`config.mk`:
```
export PLATFORM = sky130hd
export DESIGN_NAME = fiber_access
export DESIGN_NICKNAME = d
export VERILOG_FILES = /design/src/rtl/fiber_access_pkg.sv /design/src/rtl/fiber_access_len.sv /design/src/rtl/fiber_access.sv
export SDC_FILE = /design/constraint.sdc
export NUM_CORES = 1
export LEC_CHECK = 0
export BUFFER_PORTS_ARGS = -buffer_cell sky130_fd_sc_hd__buf_2
export CORE_ASPECT_RATIO = 1.5
export CORE_UTILIZATION = 54
export CTS_CLUSTER_SIZE = 30
export DETAILED_ROUTE_END_ITERATION = 8
export GPL_ROUTABILITY_DRIVEN = 0
export GPL_TIMING_DRIVEN = 0
export PLACE_DENSITY = 0.74
export SYNTH_ARGS = -nofsm -noshare
export SYNTH_HDL_FRONTEND = slang
export SYNTH_SLANG_ARGS = --single-unit
```
`constraint.sdc`:
```
create_clock -name clk -period 6.3 [get_ports clk]
set_clock_uncertainty 0.2 [all_clocks]
set_input_delay 1.575 -clock clk [delete_from_list [all_inputs] [get_ports clk]]
set_output_delay 1.575 -clock clk [all_outputs]
set_load 0.02 [all_outputs]
```
`src/rtl/fiber_access_pkg.sv`:
```
// Shared token constants, token decoding and read-FSM encoding for fiber_access.
package fiber_access_pkg;

    localparam logic [16:0] DONE_TOKEN = 17'h10100;
    localparam logic [16:0] STOP_BASE  = 17'h10000;

    typedef enum logic [1:0] {
        TOK_DATA = 2'd0,
        TOK_STOP = 2'd1,
        TOK_DONE = 2'd2,
        TOK_NONE = 2'd3
    } tok_kind_e;

    typedef enum logic [2:0] {
        RD_IDLE     = 3'd0,
        RD_LEN      = 3'd1,
        RD_RD       = 3'd2,
        RD_WAIT     = 3'd3,
        RD_EMIT     = 3'd4,
        RD_DONE_OUT = 3'd5
    } rd_state_e;

    // Unrecognised control tokens are accepted and dropped.
    function automatic tok_kind_e decode_token(input logic [16:0] tok);
        if (!tok[16])                           return TOK_DATA;
        if (tok == DONE_TOKEN)                  return TOK_DONE;
        if (tok[16:8] == STOP_BASE[16:8])       return TOK_STOP;
        return TOK_NONE;
    endfunction

endpackage

```
`src/rtl/fiber_access_len.sv`:
```
// fiber_len_fifo: small FIFO of completed-fiber descriptors {done_marker, length}.
module fiber_len_fifo #(
    parameter int unsigned W     = 17,
    parameter int unsigned DEPTH = 4
) (
    input  logic         clk_i,
    input  logic         rst_ni,
    input  logic         en_i,
    input  logic         flush_i,
    input  logic         push_i,
    input  logic [W-1:0] data_i,
    input  logic         pop_i,
    output logic [W-1:0] data_o,
    output logic         full_o,
    output logic         empty_o
);
    localparam int unsigned AW = (DEPTH > 1) ? $clog2(DEPTH) : 1;

    logic [W-1:0]  mem_q [DEPTH];
    logic [AW-1:0] wp_q, wp_d, rp_q, rp_d;
    logic [AW:0]   cnt_q, cnt_d;
    logic          do_push, do_pop;

    assign full_o  = (cnt_q == (AW+1)'(DEPTH));
    assign empty_o = (cnt_q == '0);
    assign data_o  = mem_q[rp_q];
    assign do_push = push_i & ~full_o;
    assign do_pop  = pop_i & ~empty_o;

    always_comb begin
        wp_d  = wp_q;
        rp_d  = rp_q;
        if (do_push) wp_d = (wp_q == AW'(DEPTH-1)) ? '0 : wp_q + 1'b1;
        if (do_pop)  rp_d = (rp_q == AW'(DEPTH-1)) ? '0 : rp_q + 1'b1;
        cnt_d = cnt_q + (AW+1)'(do_push) - (AW+1)'(do_pop);
    end

    always_ff @(posedge clk_i or negedge rst_ni) begin
        if (!rst_ni) begin
            wp_q  <= '0;
            rp_q  <= '0;
            cnt_q <= '0;
        end else if (flush_i) begin
            wp_q  <= '0;
            rp_q  <= '0;
            cnt_q <= '0;
        end else if (en_i) begin
            wp_q  <= wp_d;
            rp_q  <= rp_d;
            cnt_q <= cnt_d;
        end
    end

    always_ff @(posedge clk_i) begin
        if (en_i && !flush_i && do_push) mem_q[wp_q] <= data_i;
    end

endmodule

```
`src/rtl/fiber_access.sv`:
```
// Sparse fiber buffer: packs a coordinate stream into SRAM, replays fibers as length+coords blocks.
// Optional cycle counters are built when FIBER_ACCESS_PERF_EN is defined.
module fiber_access
    import fiber_access_pkg::*;
#(
    parameter int unsigned DW        = 16,
    parameter int unsigned MEM_AW    = 9,
    parameter int unsigned LEN_DEPTH = 4
) (
    input  logic              clk,
    input  logic              rst_n,
    input  logic              clk_en,
    input  logic              flush,
    input  logic              tile_en,
    input  logic [3:0]        buffet_capacity_log,
    input  logic [DW:0]       wr_data_in,
    input  logic              wr_data_in_valid,
    output logic              wr_data_in_ready,
    output logic [DW:0]       blk_out,
    output logic              blk_out_valid,
    input  logic              blk_out_ready,
    output logic [MEM_AW-1:0] addr_to_mem,
    output logic [4*DW-1:0]   data_to_mem,
    output logic              wen_to_mem,
    output logic              ren_to_mem,
    input  logic [4*DW-1:0]   data_from_mem
`ifdef FIBER_ACCESS_PERF_EN
    ,
    output logic [31:0]       perf_wr_cycles,
    output logic [31:0]       perf_rd_cycles
`endif
);
    localparam int unsigned LW  = 4 * DW;
    localparam int unsigned CW  = MEM_AW + 1;
    localparam int unsigned FLW = MEM_AW + 3;

    logic [3:0]        cap_log;
    logic [CW-1:0]     capacity;
    logic [MEM_AW-1:0] addr_mask;
    logic              en, full, wr_hs, rd_hs, rd_free;
    tok_kind_e         kind;

    logic [LW-1:0]     line_q, line_d, line_ins, pend_data_q, pend_data_d, rd_line_q, rd_line_d;
    logic [1:0]        lane_q, lane_d, rd_lane_q, rd_lane_d;
    logic [FLW-1:0]    fib_len_q, fib_len_d;
    logic [MEM_AW-1:0] wr_ptr_q, wr_ptr_d, wr_ptr_nx, pend_addr_q, pend_addr_d;
    logic [MEM_AW-1:0] rd_ptr_q, rd_ptr_d, rd_ptr_nx;
    logic              pend_q, pend_d;
    logic [CW-1:0]     words_used_q, words_used_d, free_words;
    logic [DW-1:0]     rd_len_q, rd_len_d, rem_q, rem_d, len_p3;
    rd_state_e         state_q, state_d;

    logic              len_push, len_full, len_empty;
    logic [DW:0]       len_din, len_dout;

    assign cap_log   = (buffet_capacity_log > 4'(MEM_AW)) ? 4'(MEM_AW) : buffet_capacity_log;
    assign capacity  = CW'(1) << cap_log;
    assign addr_mask = MEM_AW'(capacity - 1'b1);
    assign en        = clk_en & tile_en;

    assign wen_to_mem    = en & pend_q;
    assign ren_to_mem    = en & (state_q == RD_RD) & ~pend_q;
    assign addr_to_mem   = wen_to_mem ? pend_addr_q : (ren_to_mem ? rd_ptr_q : '0);
    assign data_to_mem   = wen_to_mem ? pend_data_q : '0;

    // The pending (not yet committed) word already reserves its slot.
    assign full             = (words_used_q + CW'(pend_q)) >= capacity;
    assign wr_data_in_ready = en & ~full & ~len_full;
    assign wr_hs            = wr_data_in_valid & wr_data_in_ready;
    assign kind             = decode_token(wr_data_in);

    assign wr_ptr_nx = (wr_ptr_q + 1'b1) & addr_mask;
    assign rd_ptr_nx = (rd_ptr_q + 1'b1) & addr_mask;

    always_comb begin
        line_ins = line_q;
        line_ins[32'(lane_q)*DW +: DW] = wr_data_in[DW-1:0];
    end

    always_comb begin
        line_d      = line_q;
        lane_d      = lane_q;
        fib_len_d   = fib_len_q;
        wr_ptr_d    = wr_ptr_q;
        pend_d      = pend_q & ~wen_to_mem;
        pend_addr_d = pend_addr_q;
        pend_data_d = pend_data_q;
        len_push    = 1'b0;
        len_din     = '0;
        if (wr_hs) begin
            unique case (kind)
                TOK_DATA: begin
                    fib_len_d = fib_len_q + 1'b1;
                    lane_d    = lane_q + 1'b1;
                    line_d    = line_ins;
                    if (lane_q == 2'd3) begin
                        pend_d      = 1'b1;
                        pend_addr_d = wr_ptr_q;
                        pend_data_d = line_ins;
                        line_d      = '0;
                        wr_ptr_d    = wr_ptr_nx;
                    end
                end
                TOK_STOP: begin
                    if (lane_q != 2'd0) begin
                        pend_d      = 1'b1;
                        pend_addr_d = wr_ptr_q;
                        pend_data_d = line_q;
                        wr_ptr_d    = wr_ptr_nx;
                    end
                    line_d    = '0;
                    lane_d    = '0;
                    fib_len_d = '0;
                    len_push  = 1'b1;
                    len_din   = {1'b0, DW'(fib_len_q)};
                end
                TOK_DONE: begin
                    len_push = 1'b1;
                    len_din  = {1'b1, {DW{1'b0}}};
                end
                default: ;
            endcase
        end
    end

    assign blk_out_valid = en & ((state_q == RD_LEN) | (state_q == RD_EMIT) | (state_q == RD_DONE_OUT));
    assign rd_hs         = blk_out_valid & blk_out_ready;

    always_comb begin
        unique case (state_q)
            RD_LEN:      blk_out = {1'b0, rd_len_q};
            RD_EMIT:     blk_out = {1'b0, rd_line_q[32'(rd_lane_q)*DW +: DW]};
            RD_DONE_OUT: blk_out = DONE_TOKEN;
            default:     blk_out = '0;
        endcase
    end

    always_comb begin
        state_d   = state_q;
        rd_ptr_d  = rd_ptr_q;
        rd_len_d  = rd_len_q;
        rem_d     = rem_q;
        rd_lane_d = rd_lane_q;
        rd_line_d = rd_line_q;
        rd_free   = 1'b0;
        unique case (state_q)
            RD_IDLE: if (!len_empty) begin
                rd_len_d = len_dout[DW-1:0];
                state_d  = len_dout[DW] ? RD_DONE_OUT : RD_LEN;
            end
            RD_LEN: if (rd_hs) begin
                rem_d     = rd_len_q;
                rd_lane_d = '0;
                state_d   = (rd_len_q != '0) ? RD_RD : RD_IDLE;
            end
            RD_RD: if (ren_to_mem) state_d = RD_WAIT;
            RD_WAIT: begin
                rd_line_d = data_from_mem;
                state_d   = RD_EMIT;
            end
            RD_EMIT: if (rd_hs) begin
                rem_d     = rem_q - 1'b1;
                rd_lane_d = rd_lane_q + 1'b1;
                if (rem_q == DW'(1)) begin
                    rd_free  = 1'b1;
                    rd_ptr_d = rd_ptr_nx;
                    state_d  = RD_IDLE;
                end else if (rd_lane_q == 2'd3) begin
                    rd_ptr_d = rd_ptr_nx;
                    state_d  = RD_RD;
                end
            end
            RD_DONE_OUT: if (rd_hs) state_d = RD_IDLE;
            default: state_d = RD_IDLE;
        endcase
    end

    assign len_p3       = rd_len_q + DW'(3);
    assign free_words   = CW'(len_p3 >> 2);
    assign words_used_d = words_used_q + CW'(wen_to_mem) - (rd_free ? free_words : '0);

    fiber_len_fifo #(.W(DW + 1), .DEPTH(LEN_DEPTH)) u_len_fifo (
        .clk_i   (clk),
        .rst_ni  (rst_n),
        .en_i    (clk_en),
        .flush_i (flush),
        .push_i  (len_push),
        .data_i  (len_din),
        .pop_i   (state_q == RD_IDLE),
        .data_o  (len_dout),
        .full_o  (len_full),
        .empty_o (len_empty)
    );

    always_ff @(posedge clk or negedge rst_n) begin
        if (!rst_n) begin
            line_q <= '0; lane_q <= '0; fib_len_q <= '0; wr_ptr_q <= '0;
            pend_q <= 1'b0; pend_addr_q <= '0; pend_data_q <= '0; words_used_q <= '0;
            state_q <= RD_IDLE; rd_ptr_q <= '0; rd_len_q <= '0; rem_q <= '0;
            rd_lane_q <= '0; rd_line_q <= '0;
        end else if (flush) begin
            line_q <= '0; lane_q <= '0; fib_len_q <= '0; wr_ptr_q <= '0;
            pend_q <= 1'b0; pend_addr_q <= '0; pend_data_q <= '0; words_used_q <= '0;
            state_q <= RD_IDLE; rd_ptr_q <= '0; rd_len_q <= '0; rem_q <= '0;
            rd_lane_q <= '0; rd_line_q <= '0;
        end else if (clk_en) begin
            line_q <= line_d; lane_q <= lane_d; fib_len_q <= fib_len_d; wr_ptr_q <= wr_ptr_d;
            pend_q <= pend_d; pend_addr_q <= pend_addr_d; pend_data_q <= pend_data_d;
            words_used_q <= words_used_d;
            state_q <= state_d; rd_ptr_q <= rd_ptr_d; rd_len_q <= rd_len_d; rem_q <= rem_d;
            rd_lane_q <= rd_lane_d; rd_line_q <= rd_line_d;
        end
    end

`ifdef FIBER_ACCESS_PERF_EN
    logic        wr_act_q, rd_act_q, wr_run, rd_run;
    logic [31:0] wr_cyc_q, rd_cyc_q;

    assign wr_run = wr_act_q | wr_hs;
    assign rd_run = rd_act_q | blk_out_valid;

    always_ff @(posedge clk or negedge rst_n) begin
        if (!rst_n) begin
            wr_act_q <= 1'b0; rd_act_q <= 1'b0; wr_cyc_q <= '0; rd_cyc_q <= '0;
        end else if (flush) begin
            wr_act_q <= 1'b0; rd_act_q <= 1'b0; wr_cyc_q <= '0; rd_cyc_q <= '0;
        end else if (clk_en) begin
            wr_act_q <= wr_run & ~(wr_hs & (kind == TOK_DONE));
            rd_act_q <= rd_run & ~(rd_hs & (state_q == RD_DONE_OUT));
            if (wr_run && wr_cyc_q != '1) wr_cyc_q <= wr_cyc_q + 1'b1;
            if (rd_run && rd_cyc_q != '1) rd_cyc_q <= rd_cyc_q + 1'b1;
        end
    end

    assign perf_wr_cycles = wr_cyc_q;
    assign perf_rd_cycles = rd_cyc_q;
`endif

endmodule

```
### Word level (Yosys, flattened, before mapping)

Memories as Yosys holds them, arrays and structs flattened.
Index checks and enable logic that the tools add are counted.
Widths: inputs -> output; s select.

| operators by class | value |
|---|---|
| $lt $le $gt $ge | 2 |
| muxes and demuxes | 111 |
| reduce and logical (&&, ||, !) cells | 29 |
| add/sub/neg operators | 16 |
| shift operators | 4 |
| bitwise logic cells | 21 |
| eq/ne operators | 24 |

Operator list:

| kind | number |
|---|---|
| $mux 64 | 13 |
| $pmux 64 s2 | 2 |
| $mux 9 | 18 |
| $mux 16 | 8 |
| $bwmux 64 | 1 |
| $shift 16x34->64 const A | 1 |
| $shiftx 16x34->64 | 1 |
| $shiftx 64x7->16 | 1 |
| $pmux 17 s3 | 1 |
| $mux 2 | 22 |
| $mux 12 | 3 |
| $mux 3 | 12 |
| $pmux 9 s2 | 2 |
| $neg 6->34 | 1 |
| $pmux 17 s2 | 1 |
| $pmux 16 s2 | 1 |
| $mux 10 | 3 |
| $pmux 12 s2 | 1 |
| $ne 3x3->1 const B | 7 |
| $add 10x1->10 | 2 |
| $add 9x1->9 const B | 2 |
| $and 9x9->9 | 2 |
| $pmux 3 s6 | 1 |
| $reduce_bool 2->1 | 9 |
| 41 further kinds | 92 |

| storage, ports and cells | value |
|---|---|
| memory bits (writable) | 68 |
| bits of input ports | 92 |
| register bits | 288 |
| memories kept | 1 |

Memories:

| name | depth | bits a word | read ports | clocked after memory_dff | write ports | RTL line | text |
|---|---|---|---|---|---|---|---|
| u_len_fifo.mem_q | 4 | 17 | 1 | 0 | 1 | fiber_access_len.sv:19 | `logic [W-1:0] mem_q [DEPTH];` |

### Logic depth before layout (Yosys ltp)

| logic depth | value |
|---|---|
| depth in word-level cells | 17 |
| gate-level depth with buffers | 17 |
| mapped depth without buffers | 17 |

### Modules after synthesis

A second synthesis with hierarchy kept.

| unflattened totals | value |
|---|---|
| cell total of the unflattened synthesis | 1775 |
| area total of the unflattened synthesis | 17976.0 sq um |

By module, submodules not included:

| module | cells an instance | times used | area each (sq um) | seq. area each (sq um) |
|---|---|---|---|---|
| fiber_access | 1634 | 1 | 15010.6 | 7031.7 |
| fiber_len_fifo | 141 | 1 | 2965.3 | 2217.1 |

### Least setup slack after synthesis

No wires, ideal clock.

| timing path | value |
|---|---|
| path kind | input to output |
| from | input port buffet_capacity_log[3] |
| to | output port wr_data_in_ready |
| cell stages on the path | 10 |
| path slack | 881 ps |
| data arrival time | 3644 ps |
| path buffers | 1 |
| cells stage by stage | clkbuf_1 -> nor2_1 -> nand2_1 -> inv_1 -> ha_1 -> nand2b_1 -> a21o_1 -> a21oi_1 -> o21ai_2 -> a21boi_0 |

| between the ends | value |
|---|---|
| longest elaborated chain between the ends | 7 |

RTL lines:

| item | RTL line | text |
|---|---|---|
| start, declared | fiber_access.sv:15 | `input logic [3:0] buffet_capacity_log,` |
| $gt 4x4->1 | fiber_access.sv:56 | `assign cap_log = (buffet_capacity_log > 4'(MEM_AW)) ? 4'(MEM_AW) : buffet_capacity_log;` |
| $mux 4 (*) | fiber_access.sv:56 |  |
| $shl 1x4->10 (*) | fiber_access.sv:57 | `assign capacity = CW'(1) << cap_log;` |
| $ge 10x10->1 (*) | fiber_access.sv:67 | `assign full = (words_used_q + CW'(pend_q)) >= capacity;` |
| $not 1->1 (*) | fiber_access.sv:68 | `assign wr_data_in_ready = en & ~full & ~len_full;` |
| $and 1x1->1 (*) (2 in series) | fiber_access.sv:68 |  |
| end, declared | fiber_access.sv:18 | `output logic wr_data_in_ready,` |

Every way passes the cells marked *; elsewhere a longest branch is shown, timed or not.

### Worst setup path after layout

Ends and elaborated chain as after synthesis.

==> impl_metrics.toml <==
[cts]
cts-root-buf = "clkbuf_16"
cts_resized = 0
clock_latency_ns = 0.53
holdBufCountCts = 0
clock_path_buffers = 3
cts_num_sinks = 336
cts_made_buffers = 34
cts_tree = "yes"
cts_setup_buffers = 0
htree_levels = 2
path_clk_slew_ns = 0.06

[sta]
worst_pin_slew_ns = 1.29
rsz0062_at_grt = "no"
setup_tns_ns = 0
slew_viol_final = 0
timing.final.crit_share_pct = 91.1
period_needed_ns = 5.74
worst_slack_ns = 0.558
setup_viol = 0
timing_hold_violations_final = 0
slew_headroom_pct = 13.3
maxClockFrequency_mhz = 174

[die]
die_y_um = 217
ioPinCount = 186
die_w_um = 146
coreArea_um2 = 30400
rows = 78
floorplan.initialDensity_pct = 55.1
die_area_um2 = 31700

[grt]
grtUsageTotal_pct = 31.9
grt_pass1_wl_um = 78200
antenna_found_initial = 2
grt_max_degree = 120
grt_remaining_overflow = 0
grt_pass1_vias = 14300

[synthesis]
syn_area_um2 = 16700
syn_inst = 1538
yosysSeqAreaShare_pct = 51.9
ys_types = 71
synth-async-reset-ratio_pct = 84.5
ys.warnings.count = 0
synth_seq_cells = 336
synth_flop_cell = "dfrtp_1"
synth_area_per_cell_um2 = 10.9
synth_edf_count = 52
synthesis.nets = 1682

[route]
final_antenna_net_count = 0
vias = 13800
drtIter0Drc = 921
drt-total-wl_um = 49100
drc = 0
drt_pass1_iterations = 5
wl_per_cell_um = 22.5
routed_via_density = 6.33

[place]
dp_hpwl_um = 36000
place_area_um2 = 18200
preCtsSetupSlack_ns = 0.572
place.port_buffers = 181

[finish]
fin_nets = 1901
post-route-util_pct = 63.4
area_growth_pct = 15.2
drive_above_1_share_pct = 16.4
layout_commonest_cell = "dfrtp_1"
final_cell_area_um2 = 19300
mostFrequentLayoutCells = "284 x dfrtp_1, 196 x buf_2, 137 x nor2_1"

[critical_path]
rrSetupSlack_ns = 1.28
worstSetupEndpointType = "output port"
rr_startpoint = "rem_q[2]"
crit_family = "simple AND/OR/NAND/NOR gates"
path_buf_inv = 3
cpPeakStageDelay_ns = 0.49
cp_num_cells = 11
worstPathCellList = "clkbuf_1, nor2_1, nand2_1, inv_1, ha_1, nand2b_1, a21o_1, a21oi_1, o21ai_2, a21boi_0, buf_2"
slowest_stage = "nor2_1"
startpoint_type = "input pin"
r2r_end = "words_used_q[8]"
worstSetupPathType = "input pin to output port"
crit_fanout = 10
reg2reg_depth = 14
arrival_ns = 3.97
required_ns = 4.53

[hold_path]
hp-start = "line_q[52]"
min_to = "line_q[52]"
hp-class = "register to register"
hold_path_depth = 1

[pwr]
p_leak_uw = 0.00871
ir_drop_mv = 0.217
total_power_uw = 5570
p_per_area_nw_per_um2 = 289

[status]
status = "finished clean"

[job]
cap_violations = 0
[how the worst max path moves through the flow]
stage	endpoint	start
after CTS	wr_data_in_ready	buffet_capacity_log[3]
after floorplan	wr_data_in_ready	buffet_capacity_log[3]
final	wr_data_in_ready	buffet_capacity_log[3]
after global routing	wr_data_in_ready	buffet_capacity_log[3]
after global placement	pend_data_q[28]	rst_n
after detailed placement	pend_data_q[24]	buffet_capacity_log[3]
[power by group]
group	total, uW	switching [uW]	leakage [uW]	internal [uW]
combinational	1180	758	0.00365	419
sequential	2400	113	0.00455	2290
clock	1990	860	0.000512	1130
[metal layers]
layer / global-route usage (%) / share of wire, %
met4: 19.9 / 6.3
met2: 58.5 / 52
met1: 34.4 / 35
met3: 5.02 / 6.7
met5: 0 / 0.024
[through the flow]
stage / cells / hold WS, ns
finish: 2182 / 0.288
global placement: 2119 / 0.264
floorplan: 1538 / 0.246
detailed placement: 2121 / 0.273
global route: 2181 / 0.304
CTS: 2181 / 0.290
[cell families (layout without fill, tap and decap cells)]
logic type	Yosys count	count (layout)	synth area share (%)
and+or+nand+nor	557	557	16.5
AOI/OAI and AO/OA	396	396	18.7
DFF	336	336	51.9
buffers and inverters	131	374	3.06
adders and majority gates	52	52	3.98
muxes	38	38	4.46
xor gates and xnor gates	28	28	1.47
other	0	1	0
[area by class of cell]
type	instances	area (um^2)
fill	2405	11100
sequential	336	8670
multi-input combinational	1071	7540
timing repair buffer	183	971
clock buffer	50	951
tap	400	500
buffer	108	425
clock inverter	10	114
inverter	23	86.3
antenna	1	2.50
[registers in the layout (all words and copies together) (netlist names), 9 cells and up]
name	flops
line_q	64
pend_data_q	64
rd_line_q	64
u_len_fifo.mem_q	52
rem_q	16
fib_len_q	12
rd_len_q	12
words_used_q	10
pend_addr_q	9
rd_ptr_q	9
wr_ptr_q	9
[synth_stat cells (all sizes together) (3+ instances only)]
cell type,n,area share [%]
xnor2,19,1.0
nor3,92,2.8
ha,50,3.7
and3,31,1.2
nor3b,8,0.39
o22ai,7,0.26
a221oi,64,3.4
inv,23,0.52
clkbuf,85,1.9
or2,4,0.15
a21o,14,0.63
nand3,36,1.1
mux4,29,3.9
nand3b,4,0.18
a32o,3,0.18
xor2,9,0.47
a221o,4,0.24
nor2b,10,0.37
dfrtp,284,43
nand2,113,2.6
a21oi,48,1.5
nor4,11,0.41
nor2,137,3.1
and2,77,2.9
o2bb2ai,65,3.4
o31ai,11,0.49
or3,9,0.34
o21ai,39,1.2
a31oi,6,0.22
buf,23,0.64
o211ai,4,0.21
nand2b,8,0.30
edfxtp,52,9.3
a211oi,7,0.42
a22o,106,5.6
nand4,5,0.19
mux2i,7,0.42
a2111oi,3,0.31
or4,4,0.18
(Power assumes the default switching activity.)
